--- config.mk ---
export PLATFORM = sky130hd
export DESIGN_NAME = hack_boot_loader
export DESIGN_NICKNAME = d
export VERILOG_FILES = /design/src/rtl/hack_pkg.sv /design/src/rtl/hack_boot_loader.sv
export SDC_FILE = /design/constraint.sdc
export NUM_CORES = 1
export LEC_CHECK = 0
export CAP_MARGIN = 20
export CORE_UTILIZATION = 50
export CTS_CLUSTER_DIAMETER = 60
export DETAILED_ROUTE_END_ITERATION = 12
export MAX_ROUTING_LAYER = met4
export PLACE_DENSITY_LB_ADDON = 0.15
export SETUP_SLACK_MARGIN = 0.1
export SLEW_MARGIN = 0
export SYNTH_ARGS = -nofsm -noshare
export SYNTH_HDL_FRONTEND = slang
export SYNTH_SLANG_ARGS = --single-unit
--- constraint.sdc ---
create_clock -name clk -period 5.4 [get_ports clk]
set_input_delay 1.08 -clock clk [delete_from_list [all_inputs] [get_ports clk]]
set_output_delay 1.08 -clock clk [all_outputs]
set_load 0.03 [all_outputs]
--- src/rtl/hack_pkg.sv ---
// Shared definitions for the Hack boot loader: default widths and the loader state type.
package hack_pkg;

  localparam int HACK_WORD_W = 16;
  localparam int HACK_ADDR_W = 15;

  typedef enum logic [2:0] {
    S_LEN  = 3'd0,
    S_DATA = 3'd1,
    S_CSUM = 3'd2,
    S_HOLD = 3'd3,
    S_RUN  = 3'd4,
    S_ERR  = 3'd5
  } state_e;

endpackage

--- src/rtl/hack_boot_loader.sv ---
// Streams a length/data/checksum frame into the instruction ROM and holds the CPU in reset
// until a frame with a matching checksum has been written.
module hack_boot_loader
  import hack_pkg::*;
#(
  parameter int WORD_W      = HACK_WORD_W,
  parameter int ADDR_W      = HACK_ADDR_W,
  parameter int HOLD_CYCLES = 2
) (
  input  logic              clk,
  input  logic              reset,
  input  logic              in_valid,
  input  logic [WORD_W-1:0] in_data,
  output logic              in_ready,
  input  logic              boot_req,
  output logic              rom_we,
  output logic [ADDR_W-1:0] rom_addr,
  output logic [WORD_W-1:0] rom_wdata,
  output logic              cpu_reset,
  output logic              done,
  output logic              error,
  output logic [2:0]        state_dbg
);

  // Handshake: a stream word is consumed on a rising edge where in_valid && in_ready;
  // in_ready depends only on the state and reset, never on in_valid.

  // Remaining-count width must hold N == 2^ADDR_W; the compare width holds both N and that cap.
  localparam int CNT_W = ADDR_W + 1;
  localparam int CMP_W = (WORD_W > CNT_W) ? WORD_W + 1 : CNT_W + 1;
  localparam int HLD_W = (HOLD_CYCLES > 0) ? $clog2(HOLD_CYCLES + 1) : 1;

  state_e            state;
  logic [CNT_W-1:0]  remain;
  logic [ADDR_W-1:0] addr_cnt;
  logic [WORD_W-1:0] sum;
  logic [HLD_W-1:0]  hold_cnt;

  logic [CMP_W-1:0]  len_ext;
  logic [CMP_W-1:0]  capacity;
  logic              accept;

  assign len_ext  = CMP_W'(in_data);
  assign capacity = CMP_W'(1) << ADDR_W;

  assign in_ready  = !reset && (state == S_LEN || state == S_DATA || state == S_CSUM);
  assign accept    = in_valid && in_ready;
  assign cpu_reset = (state != S_RUN);
  assign done      = (state == S_RUN);
  assign error     = (state == S_ERR);
  assign state_dbg = state;

  always_ff @(posedge clk) begin
    if (reset) begin
      state     <= S_LEN;
      remain    <= '0;
      addr_cnt  <= '0;
      sum       <= '0;
      hold_cnt  <= '0;
      rom_we    <= 1'b0;
      rom_addr  <= '0;
      rom_wdata <= '0;
    end else begin
      rom_we <= 1'b0;
      case (state)
        S_LEN: begin
          if (accept) begin
            if (len_ext > capacity) begin
              state <= S_ERR;
            end else if (len_ext == '0) begin
              state <= S_CSUM;
            end else begin
              state  <= S_DATA;
              remain <= CNT_W'(in_data);
            end
          end
        end
        S_DATA: begin
          if (accept) begin
            rom_we    <= 1'b1;
            rom_addr  <= addr_cnt;
            rom_wdata <= in_data;
            addr_cnt  <= addr_cnt + ADDR_W'(1);
            sum       <= sum + in_data;
            remain    <= remain - CNT_W'(1);
            if (remain == CNT_W'(1)) state <= S_CSUM;
          end
        end
        S_CSUM: begin
          if (accept) begin
            if (in_data != sum) begin
              state <= S_ERR;
            end else if (HOLD_CYCLES > 0) begin
              state    <= S_HOLD;
              hold_cnt <= HLD_W'(HOLD_CYCLES);
            end else begin
              state <= S_RUN;
            end
          end
        end
        S_HOLD: begin
          // Leaves on the edge that ends the HOLD_CYCLES-th cycle spent here.
          if (hold_cnt <= HLD_W'(1)) state <= S_RUN;
          else hold_cnt <= hold_cnt - HLD_W'(1);
        end
        S_RUN, S_ERR: begin
          if (boot_req) begin
            state    <= S_LEN;
            remain   <= '0;
            addr_cnt <= '0;
            sum      <= '0;
          end
        end
        default: state <= S_LEN;
      endcase
    end
  end

endmodule

# [Word level (Yosys, flattened, before mapping)]
# Index checks and enable logic that the tools add are counted.
[word_totals] register_bits=84 output_inout_bits=39 elab_cells=76
[classes] add_sub_neg=4 order_cmp=2 eq_ne=18 n_mux=26 bitwise=1 n_reduce_logical=17
[ops] op="$mux W16" n=6
[ops] op="$pmux W16 S3" n=1
[ops] op="$pmux W16 S2" n=1
[ops] op="$mux W15" n=2
[ops] op="$pmux W15 S2" n=1
[ops] op="$mux W3" n=8
[ops] op="$ne A2 B2 Y1 const B" n=9
[ops] op="$logic_not A17 Y1" n=1
[ops] op="$add A16 B16 Y16" n=1
[ops] op="$eq A16 B1 Y1 const B" n=1
[ops] op="$gt A16 B16 Y1 const B" n=1
[ops] op="$ne A16 B16 Y1" n=1
[ops] op="$sub A16 B1 Y16 const B" n=1
[ops] op="$add A15 B1 Y15 const B" n=1
[ops] op="$pmux W3 S5" n=1
[ops] op="$reduce_and A6 Y1" n=2
[ops] op="$mux W2" n=4
[ops] op="$eq A3 B2 Y1 const B" n=2
[ops] op="$eq A3 B3 Y1 const B" n=2
[ops] op="$pmux W2 S2" n=1
[ops] op="$reduce_and A4 Y1" n=1
[ops] op="$reduce_bool A2 Y1" n=2
[ops] op="$reduce_or A2 Y1" n=2
[ops] op="$eq A3 B1 Y1 const B" n=1
[ops] op="other kinds (13)" n=15

# [Depth between registers and ports, before layout]
# Gate-level depths: netlist (run 1).
[depth] depth_word=7 mapped_depth=10

# [Worst setup path before layout (run 1)]
# OpenSTA, ideal clock, no wires.
[synth_path] path_kind="input to output" startpoint="input port reset" endpoint="output port in_ready" arrival_time_ns=2.043 required_time_ns=4.320 path_slack_ns=2.277 path_stages=2 path_buffers=1 path_cell_list="clkbuf_1 > a211oi_1"
[synth_between] elab_chain_len=2
[synth_rtl] element="start, declared" line_no="hack_boot_loader.sv:11" source="input logic reset,"
[synth_rtl] element="$logic_not A1 Y1" line_no="hack_boot_loader.sv:46" source="assign in_ready = !reset && (state == S_LEN || state == S_DATA || state == S_CSUM);"
[synth_rtl] element="$logic_and A1 B1 Y1" line_no="hack_boot_loader.sv:46"
[synth_rtl] element="end, declared" line_no="hack_boot_loader.sv:14" source="output logic in_ready,"
# Every way passes these cells.

# [Worst setup path after layout (run 1)]
# Ends and elaborated chain as after synthesis.

==> results.sh, run 1 <==
export IMPL_status="completed"
export IMPL_tns_ns=0
export IMPL_syn_nets=621
export IMPL_yosysTopAreaCell="dfxtp_1"
export IMPL_synth_edf_count=0
export IMPL_synthArstFlopShare_pct=0
export IMPL_crit_arrival_ns=2.53
export IMPL_clock_fmax_mhz=277
export IMPL_post_cts_resized=0
export IMPL_max_clock_path_buffers=2
export IMPL_power_density_nw_per_um2=273
export IMPL_fin_nets=662
export IMPL_cts_root_buf="clkbuf_8"
export IMPL_crit_path_start_kind="input pin"
export IMPL_grt_overflow_total=0
export IMPL_synth_ff_type="dfxtp_1"
export IMPL_report_final_slew_viol_count=0
export IMPL_period_share_pct=66.8
export IMPL_synthTopCellsByArea="dfxtp_1 (38%), nand2_1 (9.1%), a21oi_1 (8.2%), ha_1 (5.3%), nor2_1 (4.3%)"
export IMPL_rsz0062_at_grt="no"
export IMPL_io_buffers=58
export IMPL_cp_cell_sequence="buf_2, a211oi_1, clkdlybuf4s50_1"
export IMPL_peakVddDrop_v=0.000188
export IMPL_worstRegToRegCells=8
export IMPL_min_to="rom_wdata[9]$_SDFFE_PP0P_"
export IMPL_routed_via_count=4294
export IMPL_critPathTopFamily="buffers and inverters"
export IMPL_numCtsBuffers=9
export IMPL_rows=34
export IMPL_drive_gt1_share_pct=4.31
export IMPL_yosysSeqAreaShare_pct=37.8
export IMPL_grt_pass1_vias=4049
export IMPL_setup_viol=0
export IMPL_critical_path_class="in -> out"
export IMPL_antenna_left=0
export IMPL_crit_fanout=36
export IMPL_r2r_end="sum[15]$_SDFFE_PP0P_"
export IMPL_cp_num_cells=3
export IMPL_ys_types=51
export IMPL_grt_max_degree=41
export IMPL_initial_utilization_pct=51.3
export IMPL_fp_dieW_um=96.4
export IMPL_vias_per_cell=5.84
export IMPL_antenna_found_initial=0
export IMPL_critPathSlowestCell="clkdlybuf4s50_1"
export IMPL_skew_ns=0.0141
export IMPL_cts_sinks=84
export IMPL_drcViolationCount=0
export IMPL_die_area_um2=9290
export IMPL_syn_area_um2=4450
export IMPL_p_leak_uw=0.00194
export IMPL_cap_violations=0
export IMPL_area_growth_pct=19.3
export IMPL_antenna_cells=0
export IMPL_cts_max_level=3
export IMPL_grt_pass1_wl_um=19100
export IMPL_gp_congestion=0.846
export IMPL_syn_inst=581
export IMPL_core_um2=8680
export IMPL_min_from="rom_wdata[9]$_SDFFE_PP0P_"
export IMPL_hpwl_um=7950
export IMPL_netlist_area_leader_share_pct=37.8
export IMPL_yosysWarnings=0
export IMPL_drt_first_iter_violations=199
export IMPL_clk_latency_ns=0.36
export IMPL_critPathRequiredTime_ns=4.32
export IMPL_regToRegSetupSlack_ns=2.58
export IMPL_r2r_start="state_dbg[0]$_SDFFE_PP0P_"
export IMPL_post_cts_setup_buffers=0
export IMPL_min_path_cells=2
export IMPL_final_core_util_pct=61.2
export IMPL_first_pass_iters=5
export IMPL_ys_seq_elements=84
export IMPL_cp_end_kind="output pin"
export IMPL_cts_tree="built"
export IMPL_hp_class="reg -> reg"
export IMPL_crit_buf_inv=2
export IMPL_register_area_um2=1680
export IMPL_multi_input_area_um2=2590
export IMPL_tightest_slew_ns=0.805
export IMPL_die_y_um=96.4
export IMPL_slowest_delay_ns=0.74
export IMPL_hold_viol_final=0
export IMPL_io_pin_count=59
export IMPL_period_needed_ns=3.61
export IMPL_wirelength_um=11600
export IMPL_track_usage_pct=27.6
export IMPL_postCtsHoldBufs=0
export IMPL_slew_headroom_pct=45.8
export IMPL_synth_avg_cell_area_um2=7.66
export IMPL_drt_wirelength_per_cell_um=15.8
export IMPL_clkSlewWorstSetupHoldPaths_ns=0.08
export IMPL_fillers=820
layer usage:
| layer | routed length [um] | GRT usage (%) |
|---|---|---|
| met2 | 5510 | 46.9 |
| met1 | 5120 | 31.8 |
| met5 | 0 | - |
| met3 | 689 | 5.61 |
| met4 | 321 | 11.3 |
power breakdown:
group	internal, uW	switching, uW
clock network	275	232
logic	107	174
registers	639	22.7
through the flow:
step / instance area [um2] / hold WS (ns) / power (uW) / setup slack, ns / instances
2_1_floorplan: 4450 / 0.429 / 867 / 2.28 / 581
4_1_cts: 5300 / 0.457 / 1460 / 1.78 / 734
6_report: 5310 / 0.456 / 1450 / 1.79 / 735
3_5_place_dp: 5080 / 0.445 / 950 / 1.68 / 718
5_1_grt: 5310 / 0.473 / 1520 / 1.72 / 735
3_3_place_gp: 5050 / 0.441 / 944 / 1.72 / 717
synth_stat cells (3+ instances only):
cell	instances
a31oi_1	6
nand4_1	7
xor2_1	20
nor3_1	15
o21a_1	3
ha_1	19
a21o_1	5
inv_1	13
nand3_1	14
and4_1	4
a221oi_1	4
nand2_1	108
or3_1	3
a211oi_1	8
nand2b_1	9
buf_2	3
dfxtp_1	84
a21oi_1	73
nor2b_1	3
clkbuf_1	27
o21ai_0	35
nor2_1	51
nor4_1	11
and3_1	3
and2_1	7
xnor2_1	8
a22oi_1	7
worst reg2reg max path: stages, from the launching register on:
cell and delay, ns:
dfxtp_1 0.74, and2b_1 0.29, and2_1 0.42, nand2_1 0.13, inv_1 0.54, and3_1 0.24
mux2_2 0.14, o21ai_0 0.07, a22oi_1 0.17
cell type report:
type / instances / area share (%)
Multi-Input combinational cell: 451 / 48.8
Timing Repair Buffer: 62 / 11.8
Sequential cell: 84 / 31.7
Tap cell: 108 / 2.54
Clock buffer: 11 / 2.66
Inverter: 14 / 0.989
Clock inverter: 5 / 1.60
kinds of logic (layout without fill, tap and decap cells):
family	count (synthesis)	after routing	share of synthesized area, %
buffers and inverters	46	92	4.05
DFF	84	84	37.8
AOI/OAI and AO/OA	158	158	21.5
and+or+nand+nor	244	244	25.2
muxes	1	1	0.253
adders and majority gates	20	20	5.79
xor gates and xnor gates	28	28	5.51
flip-flops by register name (all words and copies together) (netlist names):
register / cells
addr_cnt: 15
sum: 16
state_dbg: 3
remain: 16
rom_addr: 15
rom_we: 1
rom_wdata: 16
hold_cnt: 2
worst max-delay path by stage:
stage	startpoint	endpoint	slack, ns
6_report	reset	in_ready	1.79
5_1_grt	reset	in_ready	1.72
4_1_cts	reset	in_ready	1.78
3_5_place_dp	in_data[0]	sum[14]$_SDFFE_PP0P_	1.68
3_3_place_gp	in_data[0]	sum[12]$_SDFFE_PP0P_	1.72
2_1_floorplan	reset	in_ready	2.28
layout by cell type (no fill, tap or decap), types with 13 or more instances in the layout:
| master | netlist | routed |
|---|---|---|
| ha_1 | 19 | 19 |
| inv_1 | 13 | 13 |
| nor3_1 | 15 | 15 |
| a21oi_1 | 73 | 73 |
| dfxtp_1 | 84 | 84 |
| clkdlybuf4s50_1 | 0 | 57 |
| xor2_1 | 20 | 20 |
| nand3_1 | 14 | 14 |
| o21ai_0 | 35 | 35 |
| nand2_1 | 108 | 108 |
| nor2_1 | 51 | 51 |
Power figures use the tool's default switching activity.
==> run 2, diff against run 1 <==
- clock period: 5.4 -> 3.3 ns (I/O delays scaled with it)
==> results.sh, run 2 (synthesized netlist as in run 1, its figures left out) <==
export IMPL_antenna_cells=0
export IMPL_grt_overflow_total=0
export IMPL_hp_class="reg -> reg"
export IMPL_drt_first_iter_violations=200
export IMPL_track_usage_pct=27.2
export IMPL_grt_pass1_vias=3919
export IMPL_final_common_cell="nand2_1"
export IMPL_max_clock_path_buffers=2
export IMPL_drive_gt1_share_pct=7.28
export IMPL_gp_congestion=0.892
export IMPL_period_needed_ns=2.78
export IMPL_wirelength_um=11700
export IMPL_multi_input_area_um2=2590
export IMPL_io_pin_count=59
export IMPL_antenna_left=0
export IMPL_peakVddDrop_v=0.000200
export IMPL_core_um2=8680
export IMPL_tns_ns=0
export IMPL_power_uw=2320
export IMPL_clock_fmax_mhz=360
export IMPL_first_pass_iters=4
export IMPL_slowest_delay_ns=0.66
export IMPL_hpwl_um=8470
export IMPL_post_cts_resized=0
export IMPL_rows=34
export IMPL_vias_per_cell=5.77
export IMPL_power_density_nw_per_um2=429
export IMPL_fin_ws_ns=0.521
export IMPL_rsz0062_at_grt="no"
export IMPL_fillers=789
export IMPL_die_y_um=96.4
export IMPL_skew_ns=0.0108
export IMPL_cts_root_buf="clkbuf_8"
export IMPL_cts_max_level=3
export IMPL_report_final_slew_viol_count=0
export IMPL_period_share_pct=84.2
export IMPL_critical_path_class="reg -> out"
export IMPL_fp_dieW_um=96.4
export IMPL_clk_latency_ns=0.36
export IMPL_postCtsHoldBufs=0
export IMPL_cap_violations=0
export IMPL_cts_tree="built"
export IMPL_die_area_um2=9290
export IMPL_grt_pass1_wl_um=18900
export IMPL_clkSlewWorstSetupHoldPaths_ns=0.09
export IMPL_drt_wirelength_per_cell_um=15.5
export IMPL_grt_max_degree=34
export IMPL_critPathSlowestCell="clkdlybuf4s50_1"
export IMPL_setup_viol=0
export IMPL_critPathRequiredTime_ns=2.64
export IMPL_io_buffers=58
export IMPL_slew_headroom_pct=44.0
export IMPL_initial_utilization_pct=51.3
export IMPL_tightest_slew_ns=0.832
export IMPL_numCtsBuffers=9
export IMPL_top_regs="remain: 16 flops, rom_wdata: 16 flops, sum: 16 flops"
export IMPL_p_leak_uw=0.00202
export IMPL_antenna_found_initial=0
export IMPL_cts_sinks=84
export IMPL_area_growth_pct=21.4
export IMPL_fin_nets=681
export IMPL_drcViolationCount=0
export IMPL_status="completed"
export IMPL_register_area_um2=1680
export IMPL_routed_via_count=4351
export IMPL_crit_arrival_ns=2.12
export IMPL_crit_fanout=15
export IMPL_crit_path_start_kind="register"
export IMPL_cp_cell_sequence="nor2b_1, nand2b_1, inv_1, clkdlybuf4s50_1"
export IMPL_mostFrequentLayoutCells="nand2_1 (108), dfxtp_1 (84), a21oi_1 (73)"
export IMPL_post_cts_setup_buffers=0
export IMPL_dpl_worst_slack_ns=0.159
export IMPL_hold_viol_final=0
export IMPL_cp_end_kind="output pin"
-- run 2: cell types whose count changed in the layout (fill, tap and decap cells not counted), sizes merged --
| cell | before | now |
|---|---|---|
| inv | 14 | 16 |
| clkinv | 2 | 3 |
| clkbuf | 11 | 9 |
| buf | 5 | 24 |
| bufinv | 2 | 1 |
-- run 2: worst max-delay path: cells and delay by family, from the launching register on --
kind,cells,cell delay [ns]
buf+inv,2,0.72
flops,1,0.57
simple gates,2,0.47
-- run 2: per-stage QoR --
stage	util (%)	std cells	area, um2	hold WS, ns
2_1_floorplan	-	581	4450	0.429
3_3_place_gp	59.9	737	5200	0.442
3_5_place_dp	59.9	737	5200	0.446
4_1_cts	62.2	753	5400	0.460
5_1_grt	62.3	754	5410	0.478
6_report	62.3	754	5410	0.458
-- run 2: cell type report --
| class | instances | area share [%] |
|---|---|---|
| multi-input combinational | 451 | 47.9 |
| sequential | 84 | 31.1 |
| timing repair buffer | 81 | 13.8 |
| tap | 108 | 2.50 |
| clock buffer | 9 | 2.29 |
| clock inverter | 7 | 1.37 |
| inverter | 14 | 0.972 |
-- run 2: final timing paths --
path	start	to	slack [ns]	cells after the start
max	state_dbg[2]$_SDFFE_PP0P_	done	0.52	4
min	rom_wdata[12]$_SDFFE_PP0P_	rom_wdata[12]$_SDFFE_PP0P_	0.46	2
max reg2reg	state_dbg[0]$_SDFFE_PP0P_	addr_cnt[14]$_SDFFE_PP0P_	0.82	7
min reg2reg	rom_wdata[12]$_SDFFE_PP0P_	rom_wdata[12]$_SDFFE_PP0P_	0.46	2
-- run 2: where the power goes --
part	internal, uW	switching (uW)	total, uW
clock network	354	400	754
registers	1050	37.6	1080
logic	192	290	481
-- run 2: metal layers --
metal	GRT usage [%]	vias to the layer above	wire length, um
met5	-	-	0
met4	9.56	0	200
met3	4.66	23	621
met2	45.1	121	5650
met1	33.4	2052	5220
li1	-	2155	-
==> RTL change 1 (flow settings as in run 2) <==
Set the package constant `HACK_WORD_W` to 12 (it was 16).
--- a/src/rtl/hack_pkg.sv
+++ b/src/rtl/hack_pkg.sv
@@ -2,5 +2,5 @@
 package hack_pkg;
 
-  localparam int HACK_WORD_W = 16;
+  localparam int HACK_WORD_W = 12;
   localparam int HACK_ADDR_W = 15;
 
Interface: changed (resized in_data and rom_wdata); port bits go from 59 to 51. The function was not compared with the original's and may differ.
==> RTL change 1 against run 2 <==
Setup slack worse by 0.097 ns. Critical path depth grew 6. Routed wire length fell by 19%. Area after synthesis fell by 14%. Cell area decreased by 14%. Total power fell by 17%. Sequential cell count fell by 8. Register-to-register slack better by 0.04 ns. Critical path type is now primary input to register.
==> RTL change 1: results (changes against run 2) <==
stage,metric,value,unit,change
outcome,status,completed,,
synthesis,synth_common_cells,"nand2_1 (88), dfxtp_1 (76), a21oi_1 (62), nor2_1 (51), clkbuf_1 (21)",,
critical_path,worst_setup_path_end_kind,register,,
critical_path,r2r_cells,9,,+2
synthesis,synth_top_area_share,39.7,%,+1.9 points
synthesis,synth_mux_area_share,0.783,%,+0.53 points
critical_path,worst-path-max-fanout,3,,-12
finish,n_fill_cell,633,,-20%
grt,use_met2,38.5,%,-6.6 points
critical_path,crit_start,in_data[0],,
critical_path,arrival,3.11,ns,+0.99 ns
finish,drive_gt1_share,7.78,%,+0.50 points
detailed_routing,wl,9.53,mm,-19%
synthesis,syn_inst,488,,-16%
critical_path,r2r-end,sum[10]$_SDFFE_PP0P_,,
synthesis,synth.area.top_cells,"dfxtp_1 (40%), nand2_1 (8.6%), a21oi_1 (8.1%)",,
critical_path,cp_slowest_stage_delay,0.42,ns,-0.24 ns
hold_path,hp-start,rom_wdata[10]$_SDFFE_PP0P_,,
detailed_routing,vias_per_cell,5.70,,-1.2%
sta,holdWs,0.453,ns,-0.00512 ns
finish,reg_top3,"remain x16, addr_cnt x15, rom_addr x15",,
grt,grt_max_degree,37,,+8.8%
detailed_routing,m1WireLength,4.38,mm,-16%
sta,finClkSkew,0.00731,ns,-0.00344 ns
detailed_routing,dr.pass1.iters,5,,+1
grt,grt_pass1_vias,3207,,-18%
placement,post-dp-hpwl,6.70,mm,-21%
detailed_routing,drt_iter0_markers,298,,+49%
critical_path,r2r-start,sum[0]$_SDFFE_PP0P_,,
synthesis,ys_seq_area_share,39.7,%,+1.9 points
synthesis,synth.distinct_cells,53,,+3.9%
grt,met1_usage,36.9,%,+3.4 points
critical_path,reg2reg_setup_slack,0.86,ns,+0.04 ns
placement,dpl.cell_count,623,,-15%
synthesis,synth_xor_xnor_area_share,4.57,%,-0.94 points
grt,grt_pass1_wl,15.7,mm,-17%
power_and_ir_drop,power.internal,1.33,mW,-16%
grt,grtUsageTotal,26.5,%,-0.77 points
detailed_routing,wl_met3,677,µm,+9.0%
placement,routabilityCongestion,0.908,,+1.8%
grt,antenna_found_initial,0,,unchanged
synthesis,yosys.area_share.adder,5.42,%,-0.37 points
synthesis,synth_compound_area_share,20.6,%,-0.89 points
finish,finalNetCount,567,,-17%
sta,tightest_slew,0.934,ns,+0.102 ns
placement,portBuffers,50,,-14%
power_and_ir_drop,peakVddDrop,0.279,mV,+40%
synthesis,syn_nets,520,,-16%
grt,grt_use_met3,3.93,%,-0.73 points
finish,final_cells,639,,-15%
hold_path,hold_path_end,rom_wdata[10]$_SDFFE_PP0P_,,
-- RTL change 1: cell count changes after synthesis, sizes merged, moves of 8 or more --
cell          run 2  this run
xor2             20        12
o21ai            36        23
nand2           109        89
a21oi            74        63
dfxtp            84        76
-- RTL change 1: worst max-delay path, delay by kind of cell --
kind | cells | cell delay [ns]
adders and majority gates | 2 | 0.66
AOI/OAI and AO/OA | 5 | 0.84
and+or+nand+nor | 1 | 0.37
buffers and inverters | 1 | 0.42
xor gates and xnor gates | 1 | 0.16
-- RTL change 1: power by group through the flow --
| stage | combinational, mW | sequential, mW | clock [mW] |
|---|---|---|---|
| after floorplan | 0.188 | 0.981 | 0 |
| after global placement | 0.281 | 0.978 | 0 |
| after detailed placement | 0.284 | 0.980 | 0 |
| after CTS | 0.285 | 0.958 | 0.678 |
| after global routing | 0.317 | 0.963 | 0.719 |
| final | 0.289 | 0.959 | 0.668 |
-- RTL change 1: cell families after synthesis --
family / after synthesis
xor gates and xnor gates: 20
DFF: 76
AOI/OAI and AO/OA: 129
muxes: 3
buffers and inverters: 38
and+or+nand+nor: 206
adders and majority gates: 16
-- RTL change 1: cell type report --
class,instances,area (µm²),area share [%]
tap,99,124,2.67
clock inverter,7,58.8,1.27
multi-input combinational,374,2160,46.7
timing repair buffer,64,601,13.0
clock buffer,9,124,2.67
sequential,76,1520,32.9
inverter,10,37.5,0.811
-- RTL change 1: metrics by stage --
step	setup slack (ns)	area, µm²
after floorplan	0.677	3830
after global placement	0.136	4450
after detailed placement	0.0678	4450
after CTS	0.437	4630
after global routing	0.303	4630
final	0.423	4630
==> RTL change 2 (config.mk and constraints of run 2) <==
Made on the original files. Register the output `error`, with the module's reset; this adds one clock of latency there. The other outputs are not delayed to match.
--- a/src/rtl/hack_boot_loader.sv
+++ b/src/rtl/hack_boot_loader.sv
@@ -48,5 +48,11 @@
   assign cpu_reset = (state != S_RUN);
   assign done      = (state == S_RUN);
-  assign error     = (state == S_ERR);
+  always_ff @(posedge clk) begin
+    if (reset) begin
+      error <= '0;
+    end else begin
+      error <= (state == S_ERR);
+    end
+  end
   assign state_dbg = state;
 
Formal check against the unedited RTL: not equivalent (a bounded check fails within 4 cycles, from zero or initial values and one cycle with reset high).
==> RTL change 2 against run 2 <==
Total power increased by 11%. Sequential power is 5% higher. Sequential cell count rose by 1. Synthesized cell count shrank 7.6%. Register-to-register slack improved by 0.08 ns. Area after synthesis is 3.2% lower. Maximum frequency down 4.2%. Global-route usage fell by 0.57 points. Routed wire length is 4.6% lower. Critical endpoint is now sum[13]$_SDFFE_PP0P_. Setup slack worse by 0.12 ns. Cell area fell by 2.6%.
==> RTL change 2: results (changes against run 2) <==
stage,metric,value,unit,change
outcome,status,completed,,
critical_path,r2r-end,state_dbg[0]$_SDFFE_PP0P_,,
placement,routabilityCongestion,0.872,,-2.2%
detailed_routing,met2_wirelength,4.89,mm,-13%
detailed_routing,num_vias,4049,,-6.9%
finish,final_cells,703,,-6.8%
synthesis,ys_seq_area_share,39.5,%,+1.7 points
power_and_ir_drop,peakVddDrop,0.261,mV,+30%
sta,tightest_slew,0.829,ns,-0.00363 ns
sta,finClkSkew,0.00794,ns,-0.00281 ns
detailed_routing,m1WireLength,5.45,mm,+4.5%
grt,grtUsageTotal,26.7,%,-0.57 points
detailed_routing,drt_iter0_markers,225,,+13%
detailed_routing,dr.pass1.iters,5,,+1
critical_path,r2r-start,remain[6]$_SDFFE_PP0P_,,
placement,dpl.cell_count,687,,-6.8%
sta,holdWs,0.456,ns,-0.00176 ns
critical_path,cp_slowest_stage_delay,0.51,ns,-0.15 ns
grt,grt_max_degree,42,,+24%
detailed_routing,wl_met3,667,µm,+7.4%
finish,register_area,0.00170,mm²,+1.2%
grt,grt_pass1_vias,3654,,-6.8%
finish,finalNetCount,633,,-7.0%
synthesis,synth.area.top_cells,"dfxtp_1 (39%), nand2_1 (9.3%), a21oi_1 (5.9%)",,
placement,post-place-ws,0.0550,ns,-0.104 ns
placement,post_dp_cell_area,0.00504,mm²,-3.0%
grt,use_met2,38.4,%,-6.7 points
critical_path,reg2reg_setup_slack,0.90,ns,+0.08 ns
critical_path,worst-path-max-fanout,5,,-10
power_and_ir_drop,power.internal,1.76,mW,+10%
detailed_routing,wl_per_cell,15.9,µm,+2.3%
synthesis,syn_area_per_cell,8.03,µm²,+4.8%
finish,drive_gt1_share,7.02,%,-0.25 points
grt,met1_usage,38.0,%,+4.6 points
placement,post-dp-hpwl,7.80,mm,-7.9%
hold_path,hold_path_end,rom_addr[9]$_SDFFE_PP0P_,,
finish,n_fill_cell,728,,-7.7%
## RTL change 2: worst min-delay path, delay by kind of cell (launching register included)
family	cells	cell delay, ns
AO/OA/AOI/OAI	1	0.05
flip-flops	1	0.32
AND/OR/NAND/NOR	1	0.05
## RTL change 2: how the worst max path moves through the flow
stage | from | to | slack [ns] | depth (start not counted)
floorplan | in_data[2] | sum[13]$_SDFFE_PP0P_ | 0.79 | 8
global placement | in_data[5] | sum[13]$_SDFFE_PP0P_ | 0.09 | 9
detailed placement | in_data[5] | sum[13]$_SDFFE_PP0P_ | 0.05 | 9
CTS | in_data[5] | sum[13]$_SDFFE_PP0P_ | 0.43 | 9
global route | in_data[5] | sum[13]$_SDFFE_PP0P_ | 0.26 | 9
finish | in_data[5] | sum[13]$_SDFFE_PP0P_ | 0.40 | 9
## RTL change 2: layout make-up
cell class	instances	share of cell area, %
Timing Repair Buffer	75	13.6
Tap cell	105	2.50
Multi-Input combinational cell	407	46.3
Inverter	15	1.07
Clock buffer	10	2.42
Clock inverter	6	1.81
Sequential cell	85	32.3
## RTL change 2: cells by family after synthesis
group / after synthesis / synth area share [%]
flip-flops: 85 / 39.5
adder cells (fa/ha/maj): 20 / 5.98
AO/OA/AOI/OAI: 134 / 20.7
AND/OR/NAND/NOR: 220 / 23.1
XOR/XNOR: 32 / 6.50
multiplexers: 1 / 0.232
buffers and inverters: 45 / 3.98
## RTL change 2: power groups by stage
stage	sequential (mW)	combinational [mW]	clock, mW
5_1_grt	1.14	0.659	0.895
3_3_place_gp	1.15	0.584	0
2_1_floorplan	1.16	0.395	0
3_5_place_dp	1.15	0.590	0
4_1_cts	1.13	0.595	0.851
6_report	1.13	0.602	0.845
